### src/rtl/spi_master_if.sv
// System-side handshake and SPI pin bundle for the mode-0 SPI initiator.
interface spi_master_if #(
    parameter int DATA_WIDTH = 8
);
    logic                  start;
    logic [DATA_WIDTH-1:0] masterDataToSend;
    logic [DATA_WIDTH-1:0] masterDataReceived;
    logic                  busy;
    logic                  done;
    logic                  SCLK;
    logic                  CS;
    logic                  MOSI;
    logic                  MISO;

    modport master (
        input  start, masterDataToSend, MISO,
        output masterDataReceived, busy, done, SCLK, CS, MOSI
    );

    modport slave (
        output start, masterDataToSend, MISO,
        input  masterDataReceived, busy, done, SCLK, CS, MOSI
    );
endinterface

### src/rtl/spi_master.sv
// Mode-0 (CPOL=0, CPHA=0) SPI initiator: full-duplex, MSB-first, SCLK from an integer divider.
module spi_master #(
    parameter int DATA_WIDTH  = 8,
    parameter int HALF_PERIOD = 2,
    parameter int CS_GAP      = 2
) (
    input logic          clk,
    input logic          reset,
    spi_master_if.master bus
);
    localparam int TMR_MAX = (HALF_PERIOD > CS_GAP) ? HALF_PERIOD : CS_GAP;
    localparam int TMR_W   = (TMR_MAX > 1) ? $clog2(TMR_MAX) : 1;
    localparam int CNT_W   = $clog2(DATA_WIDTH + 1);

    typedef enum logic [2:0] {IDLE, SETUP, TRANSFER, HOLD, GAP} state_t;

    state_t                state;
    logic [DATA_WIDTH-1:0] tx_shift;
    logic [DATA_WIDTH-1:0] rx_shift;
    logic [TMR_W-1:0]      timer;
    logic [CNT_W-1:0]      bit_cnt;
    logic                  half_end;
    logic                  gap_end;

    assign half_end = (timer == TMR_W'(HALF_PERIOD - 1));
    assign gap_end  = (timer == TMR_W'(CS_GAP - 1));

    always_ff @(posedge clk or negedge reset) begin
        if (!reset) begin
            state                  <= IDLE;
            tx_shift               <= '0;
            rx_shift               <= '0;
            timer                  <= '0;
            bit_cnt                <= '0;
            bus.CS                 <= 1'b1;
            bus.SCLK               <= 1'b0;
            bus.MOSI               <= 1'b0;
            bus.busy               <= 1'b0;
            bus.done               <= 1'b0;
            bus.masterDataReceived <= '0;
        end else begin
            bus.done <= 1'b0;
            case (state)
                IDLE: begin
                    if (bus.start) begin
                        tx_shift <= bus.masterDataToSend;
                        bus.CS   <= 1'b0;
                        bus.MOSI <= bus.masterDataToSend[DATA_WIDTH-1];
                        bus.busy <= 1'b1;
                        timer    <= '0;
                        bit_cnt  <= '0;
                        state    <= SETUP;
                    end
                end
                SETUP: begin
                    // The first rising edge samples MISO just like every later rise.
                    if (half_end) begin
                        timer    <= '0;
                        bus.SCLK <= 1'b1;
                        rx_shift <= {rx_shift[DATA_WIDTH-2:0], bus.MISO};
                        state    <= TRANSFER;
                    end else begin
                        timer <= timer + 1'b1;
                    end
                end
                TRANSFER: begin
                    if (half_end) begin
                        timer <= '0;
                        if (!bus.SCLK) begin
                            bus.SCLK <= 1'b1;
                            rx_shift <= {rx_shift[DATA_WIDTH-2:0], bus.MISO};
                        end else begin
                            bus.SCLK <= 1'b0;
                            bit_cnt  <= bit_cnt + 1'b1;
                            if (bit_cnt == CNT_W'(DATA_WIDTH - 1)) begin
                                state <= HOLD;
                            end else begin
                                tx_shift <= tx_shift << 1;
                                bus.MOSI <= tx_shift[DATA_WIDTH-2];
                            end
                        end
                    end else begin
                        timer <= timer + 1'b1;
                    end
                end
                HOLD: begin
                    if (half_end) begin
                        timer                  <= '0;
                        bus.CS                 <= 1'b1;
                        bus.masterDataReceived <= rx_shift;
                        bus.done               <= 1'b1;
                        bus.MOSI               <= 1'b0;
                        state                  <= GAP;
                    end else begin
                        timer <= timer + 1'b1;
                    end
                end
                GAP: begin
                    if (gap_end) begin
                        timer    <= '0;
                        bus.busy <= 1'b0;
                        state    <= IDLE;
                    end else begin
                        timer <= timer + 1'b1;
                    end
                end
                default: state <= IDLE;
            endcase
        end
    end
endmodule

### src/flat_wrapper.sv
// flat-port wrapper written by rule: the top's interface ports become plain ports
module spi_master_flat 
#(
    parameter int DATA_WIDTH  = 8,
    parameter int HALF_PERIOD = 2,
    parameter int CS_GAP      = 2
)
  (clk, reset, bus_start, bus_masterDataToSend, bus_MISO, bus_masterDataReceived, bus_busy, bus_done, bus_SCLK, bus_CS, bus_MOSI);
  spi_master_if #(.DATA_WIDTH(DATA_WIDTH)) bus_i ();
  input logic clk;
  input logic reset;
  input wire logic [$bits(bus_i.start)-1:0] bus_start;
  input wire logic [$bits(bus_i.masterDataToSend)-1:0] bus_masterDataToSend;
  input wire logic [$bits(bus_i.MISO)-1:0] bus_MISO;
  output wire logic [$bits(bus_i.masterDataReceived)-1:0] bus_masterDataReceived;
  output wire logic [$bits(bus_i.busy)-1:0] bus_busy;
  output wire logic [$bits(bus_i.done)-1:0] bus_done;
  output wire logic [$bits(bus_i.SCLK)-1:0] bus_SCLK;
  output wire logic [$bits(bus_i.CS)-1:0] bus_CS;
  output wire logic [$bits(bus_i.MOSI)-1:0] bus_MOSI;
  assign bus_i.start = bus_start;
  assign bus_i.masterDataToSend = bus_masterDataToSend;
  assign bus_i.MISO = bus_MISO;
  assign bus_masterDataReceived = bus_i.masterDataReceived;
  assign bus_busy = bus_i.busy;
  assign bus_done = bus_i.done;
  assign bus_SCLK = bus_i.SCLK;
  assign bus_CS = bus_i.CS;
  assign bus_MOSI = bus_i.MOSI;
  spi_master #(.DATA_WIDTH(DATA_WIDTH), .HALF_PERIOD(HALF_PERIOD), .CS_GAP(CS_GAP)) u_core (.clk(clk), .reset(reset), .bus(bus_i));
endmodule
### config.mk
export PLATFORM = sky130hd
export DESIGN_NAME = spi_master_flat
export DESIGN_NICKNAME = d
export VERILOG_FILES = /design/src/rtl/spi_master_if.sv /design/src/rtl/spi_master.sv /design/src/flat_wrapper.sv
export SDC_FILE = /design/constraint.sdc
export NUM_CORES = 1
export LEC_CHECK = 0
export CORE_MARGIN = 5
export CORE_UTILIZATION = 55
export DETAILED_ROUTE_END_ITERATION = 10
export PLACE_DENSITY = 0.81
export SKIP_LAST_GASP = 1
export SYNTH_ARGS = -nofsm -noshare
export SYNTH_HDL_FRONTEND = slang
export SYNTH_SLANG_ARGS = --single-unit
### constraint.sdc
create_clock -name clk -period 5 [get_ports clk]
set_input_delay 0.75 -clock clk [delete_from_list [all_inputs] [get_ports clk]]
set_output_delay 0.75 -clock clk [all_outputs]
set_load 0.005 [all_outputs]
==> impl_metrics.csv <==
group,metric,value,unit
outcome,status,"completed",
critical_path,cp_slowest_stage_delay,540,ps
power_and_ir_drop,netSwitchingFraction,32.4,%
sta,timing.final.crit_share,42.7,%
route,drc,0,
synthesis,ys_seq_elements,36,
clock_network,cts-root-buf,"clkbuf_4",
route,ant_nets,0,
floorplanning,die_h,65.0,um
final_layout,layout_commonest_cell,"dfrtp_1",
clock_network,cts_setup_buffers,0,
route,vias,1109,
power_and_ir_drop,power.density,646,nW/um^2
critical_path,end_kind,"register",
synthesis,postSynthCellCount,138,
clock_network,cts_resized,0,
floorplanning,dieArea,4230,um^2
final_layout,fillers,238,
sta,skew,6.05,ps
placed_design,place_ws,2490,ps
clock_network,insertion_delay,340,ps
final_layout,final_cell_mix,"35 x dfrtp_1, 26 x mux2_2, 24 x clkdlybuf4s50_1, 11 x o21ai_0, 10 x nand2_1",
sta,max_freq,468,MHz
synthesis,synth_warnings,0,
placed_design,placed_area,1920,um^2
placed_design,dp_hpwl,2.10,mm
grt,overflow,0,
synthesis,syn_area_per_cell,12.1,um^2
clock_network,ctsHoldBuffers,0,
floorplanning,ioPinCount,25,
synthesis,synth_area,1670,um^2
hold_path,min_path_cells,2,
synthesis,synth_nets,151,
floorplanning,start_util,56.0,%
grt,busiest_layer,"met2",
power_and_ir_drop,leakage,0.870,nW
grt,use_met1,20.9,%
grt,grt_pass1_vias,1183,
route,wl_per_cell,14.8,um
clock_network,cts_tree,"yes",
power_and_ir_drop,switchingPower,0.422,mW
power_and_ir_drop,intPower,0.880,mW
critical_path,cp_top_family,"buffers and inverters",
synthesis,ys_types,34,
sta,post-route-min-period,2140,ps
clock_network,cts.htree.levels,2,
final_layout,design_area,2020,um^2
critical_path,reg2regPathDepth,4,
sta,tns,0,ps
clock_network,clock_sinks,36,
final_layout,n_antenna_cell,0,
sta,tightest_slew,511,ps
final_layout,drive_above_1_share,24.7,%
route,drtIter0Drc,44,
sta,rsz0062_at_grt,"no",
power_and_ir_drop,clockPowerShare,17.6,%
sta,drv_slew,0,
grt,antenna_found_initial,0,
final_layout,finalNetCount,178,
synthesis,synth-seq-area-share,54.1,%
power_and_ir_drop,pwr-share-comb,39.8,%
placed_design,port_buffers,24,
placed_design,place.gp.congestion,0.770,
critical_path,crit_buf_inv,1,
power_and_ir_drop,ir_worst_vdd,0.341,mV
critical_path,reg2reg_from,"u_core.state[0]",
hold_path,worstHoldStart,"u_core.bus.CS",
power_and_ir_drop,power_frac_seq,42.6,%
route,drt-pass1-iter-count,4,
grt,met2_usage,27.3,%
sta,setup_viol,0,
critical_path,cp_slowest_cell,"clkdlybuf4s50_1",
final_layout,area_growth,21.0,%
sta,hold_viol,0,
grt,grt_pass1_wl,5.46,mm
critical_path,critPathMaxFanout,8,
route,via_per_inst,5.57,
critical_path,required,5240,ps
critical_path,r2r_end,"u_core.bus.MOSI",
clock_network,cts_buffer_depth,2,
critical_path,cp_cell_sequence,"clkdlybuf4s50_1, nand2b_1, a211o_1, nor2_2, mux2_2",
route,totalWireLength,2.94,mm
critical_path,crit_type,"input pin to register",
clock_network,clk_pin_slew,110,ps
critical_path,start_kind,"input pin",
sta,finalWorstSetupSlack,2860,ps
grt,grt_max_degree,37,
grt,use_met3,6.59,%
clock_network,cts_inserted_buffers,5,
hold_path,hp-class,"register to register",
job,max_cap_violations,0,
floorplanning,die_x,65.0,um
hold_path,whs_endpoint,"u_core.bus.CS",
sta,slew_headroom,65.9,%
critical_path,arrival,2370,ps
floorplanning,core,2980,um^2
critical_path,ff2ff_setup_slack,2990,ps
floorplanning,fp-row-count,20,
grt,grtUsageTotal,17.0,%
area by class of cell:
| type | count | area [um^2] | share of cell area (%) |
|---|---|---|---|
| clock buffer | 7 | 65.1 | 3.23 |
| clock inverter | 1 | 30.0 | 1.49 |
| inverter | 6 | 22.5 | 1.12 |
| multi-input combinational | 91 | 708 | 35.1 |
| sequential | 36 | 902 | 44.7 |
| tap | 33 | 41.3 | 2.05 |
| timing repair buffer | 25 | 248 | 12.3 |
logic make-up (layout without fill, tap and decap cells):
group           Yosys count  in the layout  share of synthesized area, %
compound gates           22             22                          8.11
xor+xnor                  1              1                         0.526
fa+ha+maj                 1              1                         0.751
buf+inv                  11             39                          3.38
flops                    36             36                          54.1
mux                      30             30                          20.3
simple gates             37             37                          12.8
how the worst max path moves through the flow:
stage	start	endpoint	slack, ps	cells after the start
2_1_floorplan	bus_start	u_core.tx_shift[1]	3170	4
3_3_place_gp	bus_start	u_core.tx_shift[4]	2520	5
3_5_place_dp	bus_start	u_core.tx_shift[3]	2490	5
4_1_cts	u_core.bus.CS	bus_CS	2850	1
5_1_grt	bus_start	u_core.tx_shift[1]	2760	5
6_report	bus_start	u_core.tx_shift[2]	2860	5
tightest hold or removal path: cells and delay by family, from the launching register on:
family                 cells  cell delay [ps]
buffers and inverters      1               40
AO/OA/AOI/OAI              1               80
flip-flops                 1              380
synthesized netlist by cell type:
master | number | area [um^2]
dfrtp_1 | 35 | 876
mux2_2 | 26 | 293
o21ai_0 | 11 | 55.1
nand2_1 | 10 | 37.5
nor2_1 | 7 | 26.3
inv_1 | 6 | 22.5
nand2b_1 | 4 | 25.0
nor2b_1 | 4 | 25.0
a21oi_1 | 3 | 15.0
buf_2 | 3 | 15.0
mux2i_1 | 3 | 30.0
nand3_1 | 2 | 10.0
o211ai_1 | 2 | 15.0
or4_1 | 2 | 15.0
a211o_1 | 1 | 8.76
a22o_1 | 1 | 8.76
and3_1 | 1 | 6.26
and3b_1 | 1 | 8.76
and4b_1 | 1 | 10.0
buf_4 | 1 | 7.51
buf_6 | 1 | 11.3
dfstp_2 | 1 | 26.3
ha_1 | 1 | 12.5
mux2_4 | 1 | 15.0
nand3_2 | 1 | 10.0
nor2_2 | 1 | 6.26
nor3_1 | 1 | 5.00
nor3b_4 | 1 | 18.8
nor4bb_1 | 1 | 10.0
o21a_1 | 1 | 7.51
o21ai_2 | 1 | 8.76
o31ai_1 | 1 | 7.51
o41ai_1 | 1 | 8.76
xnor2_1 | 1 | 8.76
registers in the layout, indices dropped and copies added, names as in the netlist:
register                       count
u_core.gap_end                     1
u_core.tx_shift                    7
u_core.bus.masterDataReceived      8
u_core.bus.done                    1
u_core.state                       3
u_core.bus.MOSI                    1
u_core.rx_shift                    8
u_core.bit_cnt                     4
u_core.bus.SCLK                    1
u_core.bus.CS                      1
u_core.bus.busy                    1
metrics by stage:
| step | power, mW | hold WS [ps] | std cells | utilization, % |
|---|---|---|---|---|
| 5_1_grt | 1.42 | 548 | 199 | 67.7 |
| 3_3_place_gp | 1.06 | 485 | 191 | 64.5 |
| 6_report | 1.30 | 500 | 199 | 67.7 |
| 2_1_floorplan | 0.907 | 454 | 138 | - |
| 4_1_cts | 1.32 | 503 | 199 | 67.7 |
| 3_5_place_dp | 1.09 | 483 | 191 | 64.5 |
metal layers:
layer	vias to the layer above	routed length (um)
met5	-	0
met4	0	49
met3	7	121
met2	23	1400
met1	539	1370
li1	540	-
power groups by stage:
stage / sequential [mW] / clock [mW] / combinational, mW
2_1_floorplan: 0.505 / 0 / 0.402
3_3_place_gp: 0.550 / 0 / 0.510
5_1_grt: 0.579 / 0.255 / 0.583
3_5_place_dp: 0.560 / 0 / 0.526
6_report: 0.555 / 0.229 / 0.518
4_1_cts: 0.554 / 0.234 / 0.529
No activity file was read; power rests on OpenSTA's default activity.
